`config.mk`:
```
export PLATFORM = sky130hd
export DESIGN_NAME = mmio_timer
export DESIGN_NICKNAME = d
export VERILOG_FILES = /design/src/rtl/mmio_pkg.sv /design/src/rtl/tick_divider.sv /design/src/rtl/mmio_timer.sv
export SDC_FILE = /design/constraint.sdc
export NUM_CORES = 1
export LEC_CHECK = 0
export CORE_ASPECT_RATIO = 0.75
export CORE_MARGIN = 2
export CORE_UTILIZATION = 49
export CTS_CLUSTER_DIAMETER = 80
export DETAILED_ROUTE_END_ITERATION = 12
export GPL_ROUTABILITY_DRIVEN = 0
export PLACE_DENSITY = 0.78
export SLEW_MARGIN = 15
export SYNTH_ARGS = -nofsm -noshare
export SYNTH_HDL_FRONTEND = slang
export SYNTH_SLANG_ARGS = --single-unit
```
`constraint.sdc`:
```
create_clock -name clk -period 2 [get_ports clk]
set_input_delay 0.2 -clock clk [delete_from_list [all_inputs] [get_ports clk]]
set_output_delay 0.2 -clock clk [all_outputs]
set_load 0.01 [all_outputs]
```
`src/rtl/mmio_pkg.sv`:
```
// Shared definitions for the MMIO timer: register offsets, TCON bit positions
// and the offset decoder used by the top level.
package mmio_pkg;

    localparam logic [31:0] PERIPH_BASE = 32'h4000_0000;

    localparam logic [4:0] TH_OFF      = 5'h00;
    localparam logic [4:0] TL_OFF      = 5'h04;
    localparam logic [4:0] TCON_OFF    = 5'h08;
    localparam logic [4:0] SYSTICK_OFF = 5'h14;

    localparam int TCON_EN = 0;
    localparam int TCON_IE = 1;
    localparam int TCON_IS = 2;

    typedef enum logic [1:0] {
        REG_TH,
        REG_TL,
        REG_TCON,
        REG_SYSTICK
    } reg_sel_e;

    typedef struct packed {
        logic     hit;
        reg_sel_e sel;
    } decode_t;

    // Offset includes the byte-lane bits, so misaligned accesses miss.
    function automatic decode_t decode_offset(input logic [4:0] off);
        decode_t d;
        d.hit = 1'b1;
        d.sel = REG_TH;
        case (off)
            TH_OFF:      d.sel = REG_TH;
            TL_OFF:      d.sel = REG_TL;
            TCON_OFF:    d.sel = REG_TCON;
            SYSTICK_OFF: d.sel = REG_SYSTICK;
            default:     d.hit = 1'b0;
        endcase
        return d;
    endfunction

endpackage

```
`src/rtl/tick_divider.sv`:
```
// Prescaler: one-cycle tick every PRESCALE enabled cycles, held in phase 0
// while disabled.
module tick_divider #(
    parameter int PRESCALE = 1
) (
    input  logic clk,
    input  logic reset,
    input  logic enable,
    output logic tick
);

    localparam int CW = (PRESCALE > 1) ? $clog2(PRESCALE) : 1;
    localparam logic [CW-1:0] LAST = CW'(PRESCALE - 1);

    logic [CW-1:0] count;

    always_ff @(posedge clk or negedge reset) begin
        if (!reset) begin
            count <= '0;
        end else if (!enable || count == LAST) begin
            count <= '0;
        end else begin
            count <= count + 1'b1;
        end
    end

    assign tick = enable && (count == LAST);

endmodule

```
`src/rtl/mmio_timer.sv`:
```
// Memory-mapped timer with auto-reload, interrupt and a free-running cycle
// counter, answering MEM-stage loads/stores in a 32-byte window.
module mmio_timer
    import mmio_pkg::*;
#(
    parameter logic [31:0] BASE_ADDR = PERIPH_BASE,
    parameter int          PRESCALE  = 1
) (
    input  logic        clk,
    input  logic        reset,
    input  logic        MemRead,
    input  logic        MemWrite,
    input  logic [31:0] Address,
    input  logic [31:0] Write_data,
    output logic [31:0] Read_data,
    output logic        hit,
    output logic        interrupt
);

    logic [31:0] th;
    logic [31:0] tl;
    logic [31:0] systick;
    logic        tcon_en;
    logic        tcon_ie;
    logic        tcon_is;

    decode_t dec;
    logic    wr_en;
    logic    wr_th;
    logic    wr_tl;
    logic    wr_tcon;
    logic    tick;
    logic    tl_step;
    logic    overflow;

    always_comb begin
        dec = decode_offset(Address[4:0]);
        if (Address[31:5] != BASE_ADDR[31:5]) begin
            dec.hit = 1'b0;
        end
    end

    assign hit     = dec.hit;
    assign wr_en   = MemWrite && dec.hit;
    assign wr_th   = wr_en && (dec.sel == REG_TH);
    assign wr_tl   = wr_en && (dec.sel == REG_TL);
    assign wr_tcon = wr_en && (dec.sel == REG_TCON);

    tick_divider #(
        .PRESCALE(PRESCALE)
    ) u_tick_divider (
        .clk   (clk),
        .reset (reset),
        .enable(tcon_en),
        .tick  (tick)
    );

    // A software TL write discards the tick, so it can neither count nor overflow.
    assign tl_step  = tick && !wr_tl;
    assign overflow = tl_step && (tl == 32'hFFFF_FFFF);

    // NOTE: every register here is a small flop resettable to zero; state uses
    // non-blocking assignments so all updates see the pre-edge values (the
    // reload below takes the old TH even when TH is written on the same edge).
    always_ff @(posedge clk or negedge reset) begin
        if (!reset) begin
            th        <= '0;
            tl        <= '0;
            systick   <= '0;
            tcon_en   <= 1'b0;
            tcon_ie   <= 1'b0;
            tcon_is   <= 1'b0;
            interrupt <= 1'b0;
        end else begin
            systick   <= systick + 32'd1;
            interrupt <= tcon_is && tcon_ie;

            if (wr_th) begin
                th <= Write_data;
            end

            if (wr_tl) begin
                tl <= Write_data;
            end else if (tl_step) begin
                tl <= overflow ? th : tl + 32'd1;
            end

            if (wr_tcon) begin
                tcon_en <= Write_data[TCON_EN];
                tcon_ie <= Write_data[TCON_IE];
            end

            // Hardware set beats a software write-0-to-clear on the same edge.
            if (overflow && tcon_ie) begin
                tcon_is <= 1'b1;
            end else if (wr_tcon && !Write_data[TCON_IS]) begin
                tcon_is <= 1'b0;
            end
        end
    end

    // NOTE: default assignment first keeps this combinational mux latch-free.
    always_comb begin
        Read_data = 32'h0;
        if (MemRead && dec.hit) begin
            case (dec.sel)
                REG_TH:      Read_data = th;
                REG_TL:      Read_data = tl;
                REG_TCON:    Read_data = {29'h0, tcon_is, tcon_ie, tcon_en};
                REG_SYSTICK: Read_data = systick;
                default:     Read_data = 32'h0;
            endcase
        end
    end

endmodule
```
==> out/summary.txt <==
PwrDens = 479 nW/um^2
Final period util = 99.2%
Synth Flop Type = dfrtp_1
Setup-failing EPs final = 0
Post-Route WL = 19400 um
# fillers = 933
First-pass GRT wire length = 30700 um
Syn-to-layout area delta = 38.7%
Pin count of the biggest net entering global routing = 42
FF-to-FF Start = tl[30]$_DFFE_PN0P_
Crit path max-delay cell type = dfrtp_1
Total track usage = 29.5%
Core ar. = 12100 um^2
Fmax = 504 MHz
Syn Nets = 691
RSZ-0062 raised after global routing = true
Fin cells = 982
Clock skew = 0.00887 ns
Port buffer count = 101
Max incr delay on CP = 0.41 ns
R2R Setup Slk = 0.02 ns
Detail Placement HPWL = 13500 um
Max-cap violation count = 0
Min-delay worst type = in2async
N_diodes = 0
Most used cell, CP = buf_4
LEAKAGE = 3.75 nW
TritonCTS clock tree = done
Crit path launch type = flop
Crit path cell chain = nand3_2, nor4_4, buf_4, nand4_1, buf_4, nor2_4, buf_6, a221oi_2, a21oi_1
Final #Nets = 882
Via density = 6.06
Vias in the first global route = 5914
Critical path endpoint = tl[13]$_DFFE_PN0P_
Htree depth = 3
Sequential element share of the synthesized area = 42.0%
CP Launch Point = tl[30]$_DFFE_PN0P_
CP arrival = 2.25 ns
Crit path max fanout = 5
#FFs+latches synth = 101
Critical setup path kind = reg2reg
Detailed router's first-iteration violation count = 658
Synth top area share = 42.0%
Minimum hold slack = 0.406 ns
Full die area = 13200 um^2
Register clock-pin slew on the reported worst setup and hold paths = 0.07 ns
EDFF count, synth = 0
Post-synthesis cell area = 6020 um^2
Post-layout min period = 1.98 ns
Max VDD drop = 0.382 mV
Share of layout cells above drive strength 1 = 34.3%
CTS sink count = 101
Worst EP required = 2.27 ns
Initial core utilization = 49.7%
Worst-margin pin slew = 0.620 ns
Height of the die = 100 um
Row count = 35
Tot Pwr = 4.00 mW
TNS Setup = 0 ns
Drt wl/cell = 19.7 um
Fin util = 68.8%
GRT overflow = 0
Synth warn = 0
R2r endpoint = tl[13]$_DFFE_PN0P_
CTS Buf Count = 9
Yosys top cell by area = dfrtp_1
Final antenna-violating net count = 0
CTS Root Cell = clkbuf_16
Initial antenna violation count = 0
Final slew viol count = 0
Asr flop ratio synth = 100%
CTS max path bufs = 2
Unique masters post-synth = 68
Ports = 102
Placed Cells incl. Taps = 954
Status = finished clean
First-pass DRT Iterations = 5
Main area contributors after synthesis = dfrtp_1 (42%), mux2_2 (12%), nor2_1 (4.2%)
Vias = 5947
Slew HR = 58.7%
Mean post-synth cell area = 9.70 um^2
Drc violations = 0
Die width = 132 um
CP Capture Type = flop
Hold Vio Cnt, Final = 0
Clk_lat worst skew = 0.35 ns
Post-synthesis cell count = 621
R2R cell count = 9
## repair_timing
item / CTS / global route
resized for setup: 194 / 46
gates cloned: 3 / 0
endpoints found under the hold margin: 38 / 0
buffers inserted: 9 / 5
setup endpoints to repair: 54 / 64
hold buffers: 1 / 0
pin swaps: 16 / 19
## routing by layer
metal / track usage, % / vias up / part of all wire, %
met4: 9.36 / 0 / 2.1
met2: 46.2 / 301 / 46
li1: - / 2685 / -
met3: 5.76 / 42 / 6.7
met5: 0 / - / 0
met1: 41.7 / 2919 / 45
## state kept, by name (all words and copies together), names as in the netlist
name	flops
systick	32
th	32
tl	32
interrupt	1
tcon_en	1
tcon_ie	1
tcon_is	1
u_tick_divider.count	1
## logic make-up after synthesis
kind of cell    after synthesis  share of synthesized area [%]
compound gates              124                           14.6
xor+xnor                     38                           5.53
fa+ha+maj                     2                          0.415
buf+inv                      38                           2.89
flops                       101                           42.0
mux                          71                           13.1
other cells                   1                         0.0623
simple gates                246                           21.4
## area by class of cell
class                           count  area (um^2)  share of cell area, %
Multi-Input combinational cell    482         3530                   42.2
Sequential cell                   101         2530                   30.3
Timing Repair Buffer              213         1800                   21.6
Clock buffer                       12          246                   2.95
Inverter                            5         18.8                  0.225
Clock inverter                      3         22.5                  0.270
Tap cell                          166          208                   2.49
## where the power goes
group	switching, mW	internal (mW)	leakage [nW]
clock	0.774	0.873	0.121
combinational	0.142	0.171	2.39
sequential	0.000476	2.04	1.24
total	0.916	3.09	3.75
## worst max-delay path, delay by kind of cell, from the launching register on
kind                   cells  cell delay (ns)
AO/OA/AOI/OAI              2             0.25
buffers and inverters      3             0.52
flip-flops                 1             0.41
AND/OR/NAND/NOR            4             0.73
## through the flow
step,cell area [um^2],worst slack [ns]
4_1_cts,8230,0.00198
3_5_place_dp,7880,-0.530
5_1_grt,8350,-0.0502
2_1_floorplan,6020,0.0773
6_report,8350,0.0166
3_3_place_gp,7880,-0.477
## worst min-delay path by stage
stage / end / slack [ns] / cells past startpoint
3_3_place_gp: th[22]$_DFFE_PN0P_ / 0.24 / 1
4_1_cts: th[18]$_DFFE_PN0P_ / 0.42 / 2
2_1_floorplan: interrupt$_DFF_PN0_ / -0.1 / 0
5_1_grt: th[18]$_DFFE_PN0P_ / 0.46 / 2
3_5_place_dp: th[22]$_DFFE_PN0P_ / 0.25 / 1
6_report: systick[20]$_DFF_PN0_ / 0.41 / 2
## cells in the mapped netlist, types with 7 or more instances
cell,instances
mux2_2,64
a22oi_1,29
clkbuf_1,22
a21o_1,10
nor3_1,16
a21oi_1,26
nor4_1,11
nor2_1,67
mux2i_1,7
nand2_1,52
xnor2_1,24
a211oi_1,8
o21ai_0,11
and3_1,11
nand4_1,16
and4_1,8
buf_2,7
xor2_1,14
nand3_1,35
dfrtp_1,101
## cell usage in the layout (no fill, tap or decap), types with 16 or more instances in the layout
master           count
buf_4               96
dfrtp_1            101
nand4_1             16
xnor2_1             24
nor2_1              48
nand2_1             51
mux2_2              64
clkdlybuf4s50_1     39
nand3_1             31
a22oi_1             28
buf_2               29
a21oi_1             25
dlygate4sd2_1       21
Power figures use the tool's default switching activity.
